$ cat src/rtl/spi_accel_pkg.sv
// Shared constants and state encoding for the SPI accelerometer responder.
package spi_accel_pkg;

    localparam int SAMPLE_W = 12;

    // Command bytes
    localparam logic [7:0] CMD_READ  = 8'h0B;
    localparam logic [7:0] CMD_WRITE = 8'h0A;

    // Register map
    localparam logic [7:0] ADDR_DEVID_AD  = 8'h00;
    localparam logic [7:0] ADDR_DEVID_MST = 8'h01;
    localparam logic [7:0] ADDR_PARTID    = 8'h02;
    localparam logic [7:0] ADDR_XDATA     = 8'h08;
    localparam logic [7:0] ADDR_YDATA     = 8'h09;
    localparam logic [7:0] ADDR_ZDATA     = 8'h0A;
    localparam logic [7:0] ADDR_XDATA_L   = 8'h0E;
    localparam logic [7:0] ADDR_XDATA_H   = 8'h0F;
    localparam logic [7:0] ADDR_YDATA_L   = 8'h10;
    localparam logic [7:0] ADDR_YDATA_H   = 8'h11;
    localparam logic [7:0] ADDR_ZDATA_L   = 8'h12;
    localparam logic [7:0] ADDR_ZDATA_H   = 8'h13;
    localparam logic [7:0] ADDR_POWER_CTL = 8'h2D;

    typedef enum logic [2:0] {
        ST_IDLE,
        ST_CMD,
        ST_ADDR,
        ST_DATA,
        ST_IGNORE
    } spi_state_t;

endpackage

$ cat src/rtl/spi_accel_responder_edge_sync.sv
// spi_edge_sync: 2-FF synchronizer for an asynchronous SPI pin, plus
// single-cycle rise/fall pulses derived from the synchronized level.
module spi_edge_sync #(
    parameter logic RST_VAL = 1'b0
) (
    input  logic CLK,
    input  logic rst,
    input  logic async_i,
    output logic sync_o,
    output logic rise_o,
    output logic fall_o
);

    logic meta_q;
    logic sync_q;
    logic prev_q;

    // Two-stage synchronizer plus one history stage for edge detection.
    always_ff @(posedge CLK or posedge rst) begin
        if (rst) begin
            meta_q <= RST_VAL;
            sync_q <= RST_VAL;
            prev_q <= RST_VAL;
        end else begin
            meta_q <= async_i;
            sync_q <= meta_q;
            prev_q <= sync_q;
        end
    end

    assign sync_o = sync_q;
    assign rise_o = sync_q & ~prev_q;
    assign fall_o = ~sync_q & prev_q;

endmodule

$ cat src/rtl/spi_accel_responder.sv
// spi_accel_responder: SPI mode-0 slave emulating an ADXL362-style register
// interface. Serves ID, sample and POWER_CTL registers from CLK-domain data.
module spi_accel_responder
    import spi_accel_pkg::*;
#(
    parameter logic [7:0] DEVID_AD  = 8'hAD,
    parameter logic [7:0] DEVID_MST = 8'h1D,
    parameter logic [7:0] PARTID    = 8'hF2
) (
    input  logic                CLK,
    input  logic                rst,
    input  logic                sclk_i,
    input  logic                ss_i,
    input  logic                mosi_i,
    output logic                miso_o,
    input  logic [SAMPLE_W-1:0] x_data,
    input  logic [SAMPLE_W-1:0] y_data,
    input  logic [SAMPLE_W-1:0] z_data,
    output logic [7:0]          power_ctl,
    output logic                wr_pulse,
    output logic                busy
);

    spi_state_t          state_q, state_d;
    logic                sclk_rise, sclk_fall, sclk_lvl_unused;
    logic                ss_sync, ss_fall, ss_rise_unused;
    logic                mosi_meta_q, mosi_sync_q;
    logic [2:0]          bit_cnt_q;
    logic [6:0]          rx_sr_q;
    logic [6:0]          tx_sr_q;
    logic [7:0]          addr_q;
    logic                is_read_q;
    logic [SAMPLE_W-1:0] x_sh_q, y_sh_q, z_sh_q;
    logic [7:0]          rx_byte;
    logic [7:0]          rd_byte;
    logic                byte_done;

    // SCLK only matters through its edges.
    spi_edge_sync #(.RST_VAL(1'b0)) u_sclk_sync (
        .CLK     (CLK),
        .rst     (rst),
        .async_i (sclk_i),
        .sync_o  (sclk_lvl_unused),
        .rise_o  (sclk_rise),
        .fall_o  (sclk_fall)
    );

    // SS resets to "selected" so a frame already running at reset release
    // never produces a falling edge; only a fresh high->low starts a frame.
    spi_edge_sync #(.RST_VAL(1'b0)) u_ss_sync (
        .CLK     (CLK),
        .rst     (rst),
        .async_i (ss_i),
        .sync_o  (ss_sync),
        .rise_o  (ss_rise_unused),
        .fall_o  (ss_fall)
    );

    // MOSI synchronizer, same depth as SCLK so data and edge stay aligned.
    always_ff @(posedge CLK or posedge rst) begin
        if (rst) begin
            mosi_meta_q <= 1'b0;
            mosi_sync_q <= 1'b0;
        end else begin
            mosi_meta_q <= mosi_i;
            mosi_sync_q <= mosi_meta_q;
        end
    end

    // Register read mux over the frame's shadow samples.
    function automatic logic [7:0] reg_rd(
        input logic [7:0]          a,
        input logic [SAMPLE_W-1:0] xs,
        input logic [SAMPLE_W-1:0] ys,
        input logic [SAMPLE_W-1:0] zs,
        input logic [7:0]          pc
    );
        case (a)
            ADDR_DEVID_AD:  reg_rd = DEVID_AD;
            ADDR_DEVID_MST: reg_rd = DEVID_MST;
            ADDR_PARTID:    reg_rd = PARTID;
            ADDR_XDATA:     reg_rd = xs[11:4];
            ADDR_YDATA:     reg_rd = ys[11:4];
            ADDR_ZDATA:     reg_rd = zs[11:4];
            ADDR_XDATA_L:   reg_rd = xs[7:0];
            ADDR_XDATA_H:   reg_rd = {{4{xs[11]}}, xs[11:8]};
            ADDR_YDATA_L:   reg_rd = ys[7:0];
            ADDR_YDATA_H:   reg_rd = {{4{ys[11]}}, ys[11:8]};
            ADDR_ZDATA_L:   reg_rd = zs[7:0];
            ADDR_ZDATA_H:   reg_rd = {{4{zs[11]}}, zs[11:8]};
            ADDR_POWER_CTL: reg_rd = pc;
            default:        reg_rd = 8'h00;
        endcase
    endfunction

    assign rx_byte   = {rx_sr_q, mosi_sync_q};
    assign byte_done = sclk_rise && !ss_sync && (bit_cnt_q == 3'd7);
    assign rd_byte   = reg_rd(addr_q, x_sh_q, y_sh_q, z_sh_q, power_ctl);
    assign busy      = (state_q != ST_IDLE);

    // FSM state register.
    always_ff @(posedge CLK or posedge rst) begin
        if (rst) state_q <= ST_IDLE;
        else     state_q <= state_d;
    end

    // Next-state: frame phases advance on completed bytes; SS high always wins.
    always_comb begin
        state_d = state_q;
        case (state_q)
            ST_IDLE: if (ss_fall) state_d = ST_CMD;
            ST_CMD: begin
                if (byte_done) begin
                    if (rx_byte == CMD_READ || rx_byte == CMD_WRITE) state_d = ST_ADDR;
                    else                                             state_d = ST_IGNORE;
                end
            end
            ST_ADDR: if (byte_done) state_d = ST_DATA;
            default: state_d = state_q;
        endcase
        if (ss_sync) state_d = ST_IDLE;
    end

    // Shift/datapath: RX shifting on rising edges, TX shifting on falling
    // edges, address auto-increment, register write and sample snapshot.
    always_ff @(posedge CLK or posedge rst) begin
        if (rst) begin
            bit_cnt_q <= 3'd0;
            rx_sr_q   <= 7'd0;
            tx_sr_q   <= 7'd0;
            addr_q    <= 8'h00;
            is_read_q <= 1'b0;
            miso_o    <= 1'b0;
            power_ctl <= 8'h00;
            wr_pulse  <= 1'b0;
            x_sh_q    <= '0;
            y_sh_q    <= '0;
            z_sh_q    <= '0;
        end else begin
            wr_pulse <= 1'b0;
            if (state_q == ST_IDLE || ss_sync) begin
                // Out of frame: drop any partial byte and keep MISO quiet.
                bit_cnt_q <= 3'd0;
                miso_o    <= 1'b0;
                if (state_q == ST_IDLE && ss_fall) begin
                    x_sh_q <= x_data;
                    y_sh_q <= y_data;
                    z_sh_q <= z_data;
                end
            end else begin
                if (sclk_rise) begin
                    rx_sr_q   <= rx_byte[6:0];
                    bit_cnt_q <= bit_cnt_q + 3'd1;
                    if (bit_cnt_q == 3'd7) begin
                        case (state_q)
                            ST_CMD:  is_read_q <= (rx_byte == CMD_READ);
                            ST_ADDR: addr_q    <= rx_byte;
                            ST_DATA: begin
                                addr_q <= addr_q + 8'd1;
                                if (!is_read_q) begin
                                    wr_pulse <= 1'b1;
                                    if (addr_q == ADDR_POWER_CTL) power_ctl <= rx_byte;
                                end
                            end
                            default: ;
                        endcase
                    end
                end
                if (sclk_fall) begin
                    if (state_q == ST_DATA && is_read_q) begin
                        // Byte boundary: look up and present bit 7 in one go.
                        if (bit_cnt_q == 3'd0) begin
                            miso_o  <= rd_byte[7];
                            tx_sr_q <= rd_byte[6:0];
                        end else begin
                            miso_o  <= tx_sr_q[6];
                            tx_sr_q <= {tx_sr_q[5:0], 1'b0};
                        end
                    end else begin
                        miso_o <= 1'b0;
                    end
                end
            end
        end
    end

endmodule

$ cat config.mk
export PLATFORM = sky130hd
export DESIGN_NAME = spi_accel_responder
export DESIGN_NICKNAME = d
export VERILOG_FILES = /design/src/rtl/spi_accel_pkg.sv /design/src/rtl/spi_accel_responder_edge_sync.sv /design/src/rtl/spi_accel_responder.sv
export SDC_FILE = /design/constraint.sdc
export NUM_CORES = 1
export LEC_CHECK = 0
export BUFFER_PORTS_ARGS = -buffer_cell sky130_fd_sc_hd__buf_2
export CORE_MARGIN = 3
export CORE_UTILIZATION = 41
export CTS_CLUSTER_DIAMETER = 40
export CTS_CLUSTER_SIZE = 12
export DETAILED_ROUTE_END_ITERATION = 10
export SLEW_MARGIN = 20
export SYNTH_ARGS = -nofsm -noshare
export SYNTH_HDL_FRONTEND = slang
export SYNTH_SLANG_ARGS = --single-unit
$ cat constraint.sdc
create_clock -name CLK -period 2.9 [get_ports CLK]
set_input_delay 0.29 -clock CLK [delete_from_list [all_inputs] [get_ports CLK]]
set_output_delay 0.29 -clock CLK [all_outputs]
set_load 0.005 [all_outputs]
==> results of run 1 <==
## layout make-up
class	instances	area, um2	share of cell area
clock buffers	12	155.1	0.03184
clock inverters	4	72.57	0.01489
inverters	9	35.03	0.007189
multi-input cells	266	2004	0.4113
flip-flops and latches	83	2077	0.4262
well taps	133	166.4	0.03415
repair buffers	65	362.8	0.07445
## how the worst min path moves through the flow
stage	from	to	slack (ns)
2_1_floorplan	mosi_i	mosi_meta_q$_DFF_PP0_	0.32
3_5_place_dp	u_ss_sync.meta_q$_DFF_PP0_	u_ss_sync.sync_o$_DFF_PP0_	0.34
6_report	mosi_i	mosi_meta_q$_DFF_PP0_	0.03
5_1_grt	ss_i	u_ss_sync.meta_q$_DFF_PP0_	0.01
4_1_cts	mosi_i	mosi_meta_q$_DFF_PP0_	0.02
3_3_place_gp	u_ss_sync.meta_q$_DFF_PP0_	u_ss_sync.sync_o$_DFF_PP0_	0.33
## logic make-up (layout without fill, tap and decap cells)
family	Yosys count	in the layout
AO/OA/AOI/OAI	97	97
XOR/XNOR	1	1
adder cells (fa/ha/maj)	7	7
buffers and inverters	40	90
flip-flops	83	83
multiplexers	53	53
AND/OR/NAND/NOR	108	108
## stage by stage
step / power [mW] / hold WS (ns) / worst slack (ns) / instances / cell area, um2
finish: 2.588 / 0.03461 / 0.3415 / 572 / 4873
global route: 2.699 / 0.01002 / 0.2008 / 572 / 4873
CTS: 2.605 / 0.02149 / 0.3797 / 572 / 4873
detailed placement: 1.663 / 0.3379 / 0.3842 / 555 / 4636
global placement: 1.652 / 0.3327 / 0.4389 / 555 / 4636
floorplan: 1.549 / 0.3214 / 0.4732 / 389 / 4253
## power breakdown
group	switching, mW	internal [mW]
Combinational	0.0964	0.150
Clock	0.415	0.531
Sequential	0.120	1.28
## cell usage after synthesis (6+ instances only)
library cell	count	area [um2]
a21oi_1	14	70.07
a22oi_1	13	97.59
clkbuf_1	22	82.58
dfrtp_1	83	2077
ha_1	7	87.58
inv_1	9	33.78
mux2_2	43	484.2
mux2_4	8	120.1
nand2_1	23	86.33
nand3_1	17	85.08
nor2_1	20	75.07
nor3_1	6	30.03
o21ai_0	17	85.08
o22ai_1	9	56.30
## what timing repair did
| item | CTS | global route |
|---|---|---|
| buffers inserted | 0 | 0 |
| endpoints found under the hold margin | 29 | 0 |
| hold buffers | 1 | 0 |
## registers in the layout, summed over array words and instances (netlist names), 3 cells and up
| name | count |
|---|---|
| x_sh_q | 12 |
| y_sh_q | 12 |
| z_sh_q | 12 |
| addr_q | 8 |
| power_ctl | 8 |
| rx_sr_q | 7 |
| tx_sr_q | 7 |
| bit_cnt_q | 3 |
| state_q | 3 |
## worst max-delay path, delay by kind of cell, from the launching register on
kind / cells / cell delay (ns)
flops: 1 / 0.50
mux: 1 / 0.39
simple gates: 4 / 1.56
## routing by layer
| metal | routed length, um | track usage | vias to the layer above |
|---|---|---|---|
| met5 | 0 | 0 | - |
| met4 | 267 | 0.07394 | 0 |
| met1 | 4797 | 0.2737 | 1642 |
| met2 | 4733 | 0.2758 | 119 |
| li1 | - | - | 1540 |
| met3 | 680 | 0.05219 | 28 |
==> impl_metrics.ini, run 1 <==
[clock_tree]
cts_buffer_depth = 2
cts_sinks = 83
cts_resized = 0
cts-root-buf = clkbuf_8
htree_num_levels = 3
clk_pin_slew_worst_paths_ns = 0.08
cts_made_buffers = 9
clk_latency_ns = 0.36
cts_tree = built

[critical_path]
startpoint_type = flop
r2r-start = addr_q[2]$_DFFE_PP0P_
worstPathRequired_ns = 3.14
r2r_cells = 5
critPathCapture = power_ctl[0]$_DFFE_PP0P_
crit_chain = and2_4, nor4b_4, nand3_2, or4_1, mux2_4
criticalPathCategory = flop to flop
cp_max_fo = 10
crit_start = addr_q[2]$_DFFE_PP0P_
crit_slowest_cell = or4_1
r2r_slack_ns = 0.34
arrival_ns = 2.80
end_kind = flop
regToRegEndpoint = power_ctl[0]$_DFFE_PP0P_
worst_path_largest_cell_delay_ns = 0.69

[route]
routed_wl_um = 10480
drtPass1Iterations = 5
drc = 0
via_per_inst = 5.820
final_antenna_net_count = 0
via_count = 3329
routedWlPerCell_um = 18.32
drtIter0Drc = 438

[synthesis]
synthSimpleGateAreaFrac = 0.1400
netlist_instances = 389
synth_compound_area_frac = 0.1618
synth_mux_area_frac = 0.1468
synth_fa_ha_area_frac = 0.02059
syn_nets = 437
synth_edf_count = 0
ys_ff_latch = 83
synth-seq-area-share = 0.4884
syn_avg_cell_area_um2 = 10.93
async_flop_share = 1.000
synth_cell_type_count = 61
syn_area_um2 = 4253
yosys_warnings = 0
synth_top_family_by_area = compound AO/OA/AOI/OAI gates
synthXorXnorAreaFrac = 0.002059
synthFlopType = dfrtp_1

[placed_design]
port_buffers = 51
gp_congestion = 0.9805
dp_hpwl_um = 7541

[layout]
layout_common_cells = dfrtp_1 (83), buf_2 (51), mux2_2 (43), nand2_1 (23), nor2_1 (20)
antenna_cells = 0
drive_above_1_share = 0.3189
fillCellCount = 943
final_common_cell = dfrtp_1
fin_util = 0.4918
fin_nets = 482
area_growth_pct = 14.59

[sta]
report.final.slew_viol_count = 0
slew_headroom = 0.4863
rsz0062_at_grt = no
setup_viol = 0
hold_viol = 0
max_freq_mhz = 390.9
finalCritPeriodShare = 0.8822
period_minus_slack_ns = 2.558
setup_tns_ns = 0
skew_ns = 0.01464
tightestPinTransition_ns = 0.7705

[die]
die_x_um = 107.8
start_util = 0.4292
chipHeight_um = 107.8
rows = 36
io-pin-count = 52
die_area_um2 = 11630
core_area_um2 = 9910

[global_route]
antenna_found_initial = 0
grt_max_degree = 37
gr-total-overflow = 0
grt_pass1_wl_um = 17170
grt_pass1_vias = 3236
grtUsageTotal = 0.1916

[min_path]
hold_depth = 1
hold_class = input pin to flop

[power]
leakagePower_nw = 2.170
powerDensity_nw_per_um2 = 531.0
vdd_drop_max_mv = 0.3654

[run]
drv_cap = 0

[outcome]
status = complete, no violations
Note: power is estimated with default switching activity, not from simulation.
==> inputs of run 2 (changes only) <==
--- a/config.mk
+++ b/config.mk
@@ -6,11 +6,15 @@
 export NUM_CORES = 1
 export LEC_CHECK = 0
 export BUFFER_PORTS_ARGS = -buffer_cell sky130_fd_sc_hd__buf_2
+export CELL_PAD_IN_SITES_DETAIL_PLACEMENT = 0
+export CELL_PAD_IN_SITES_GLOBAL_PLACEMENT = 2
 export CORE_MARGIN = 3
-export CORE_UTILIZATION = 41
+export CORE_UTILIZATION = 38
 export CTS_CLUSTER_DIAMETER = 40
 export CTS_CLUSTER_SIZE = 12
 export DETAILED_ROUTE_END_ITERATION = 10
+export PLACE_DENSITY_LB_ADDON = 0.1
+export SKIP_LAST_GASP = 1
 export SLEW_MARGIN = 20
 export SYNTH_ARGS = -nofsm -noshare
 export SYNTH_HDL_FRONTEND = slang
==> impl_metrics.ini, run 2 (synthesis gave the netlist of run 1 again) <==
[clock_tree]
cts_sinks = 83
cts_buffer_depth = 2
cts_post_setup_buffers_inserted = 0
cts_tree = built
clk_latency_ns = 0.37
htree_num_levels = 3
clk_pin_slew_worst_paths_ns = 0.08
cts-root-buf = clkbuf_8
cts_hold_buf = 3
cts_made_buffers = 9
cts_resized = 0

[route]
routed_wl_um = 11310
drtIter0Drc = 196
final_antenna_net_count = 0
drc = 0
drtPass1Iterations = 4
routedWlPerCell_um = 19.53
via_count = 3276
via_per_inst = 5.658

[layout]
fillCellCount = 1057
area_growth_pct = 15.03
layout_common_cells = dfrtp_1 (83), buf_2 (51), mux2_2 (43), nand2_1 (23), nor2_1 (20)
fin_nets = 486
drive_above_1_share = 0.3183
final_common_cell = dfrtp_1
top_regs = x_sh_q (12), y_sh_q (12), z_sh_q (12)
antenna_cells = 0

[die]
die_x_um = 111.8
rows = 37
core_area_um2 = 10600
io-pin-count = 52
die_area_um2 = 12500
start_util = 0.4012
chipHeight_um = 111.8

[critical_path]
end_kind = flop
worstPathRequired_ns = 3.16
crit_start = addr_q[2]$_DFFE_PP0P_
r2r_cells = 5
startpoint_type = flop
cp_max_fo = 10
critPathCapture = power_ctl[7]$_DFFE_PP0P_
r2r-start = addr_q[2]$_DFFE_PP0P_
regToRegEndpoint = power_ctl[7]$_DFFE_PP0P_
criticalPathCategory = flop to flop
arrival_ns = 2.80
r2r_slack_ns = 0.36

[placed_design]
post-place-ws_ns = 0.3318
dp_hpwl_um = 8306
gp_congestion = 0.8902
port_buffers = 51

[global_route]
grt_pass1_vias = 3364
grt_max_degree = 44
grt_pass1_wl_um = 18530
gr-total-overflow = 0
grtUsageTotal = 0.1907
antenna_found_initial = 0

[sta]
fin_ws_ns = 0.3552
setup_tns_ns = 0
max_freq_mhz = 393.0
report.final.slew_viol_count = 0
hold_viol = 0
skew_ns = 0.009375
setup_viol = 0
period_minus_slack_ns = 2.545
slew_headroom = 0.5001
finalCritPeriodShare = 0.8775
rsz0062_at_grt = no
tightestPinTransition_ns = 0.7498

[min_path]
hold_class = input pin to async pin

[power]
powerDensity_nw_per_um2 = 506.8
vdd_drop_max_mv = 0.3169
leakagePower_nw = 2.173

[run]
drv_cap = 0

[outcome]
status = complete, no violations
-- run 2: cell type report --
cell class | count | area [um2] | area share
Clock buffer | 12 | 145.1 | 0.02967
Clock inverter | 4 | 50.05 | 0.01023
Inverter | 9 | 35.03 | 0.007161
Multi-Input combinational cell | 266 | 2004 | 0.4097
Sequential cell | 83 | 2077 | 0.4246
Tap cell | 136 | 170.2 | 0.03478
Timing Repair Buffer | 69 | 410.4 | 0.08389
-- run 2: how the worst min path moves through the flow --
stage | from | to | slack [ns] | depth (start not counted)
6_report | rst | rx_sr_q[1]$_DFFE_PP0P_ | 0.01 | 2
5_1_grt | rst | mosi_sync_q$_DFF_PP0_ | 0.06 | 2
4_1_cts | rst | addr_q[4]$_DFFE_PP0P_ | 0.03 | 2
3_5_place_dp | u_ss_sync.meta_q$_DFF_PP0_ | u_ss_sync.sync_o$_DFF_PP0_ | 0.34 | 0
3_3_place_gp | mosi_meta_q$_DFF_PP0_ | mosi_sync_q$_DFF_PP0_ | 0.33 | 0
2_1_floorplan | mosi_i | mosi_meta_q$_DFF_PP0_ | 0.32 | 0
-- run 2: metrics by stage --
stage | util | cells | hold slack [ns] | power, mW | cell area, um2
floorplan | - | 389 | 0.3214 | 1.549 | 4253
CTS | 0.4615 | 579 | 0.02863 | 2.519 | 4892
finish | 0.4615 | 579 | 0.01417 | 2.479 | 4892
global placement | 0.4402 | 560 | 0.3333 | 1.660 | 4667
detailed placement | 0.4402 | 560 | 0.3372 | 1.667 | 4667
global route | 0.4615 | 579 | 0.06169 | 2.605 | 4892
-- run 2: routing by layer --
layer / vias up / GRT usage / part of all wire
met4: 0 / 0.08354 / 0.023
li1: 1547 / - / -
met1: 1614 / 0.2734 / 0.48
met2: 95 / 0.2730 / 0.44
met3: 20 / 0.04620 / 0.059
met5: - / 0 / 0
-- run 2: report_power, final --
part,leakage [nW],switching (mW),internal [mW],total [mW]
Sequential,1.05,0.125,1.28,1.40
Combinational,1.03,0.0926,0.152,0.245
Clock,0.0926,0.413,0.420,0.833
-- run 2: worst max-delay path, cell delays in order (launching register included) --
cell,delay [ns]
dfrtp_1,0.51
and2_4,0.23
nor4b_4,0.48
nand3_2,0.14
or4_1,0.68
mux2_4,0.39
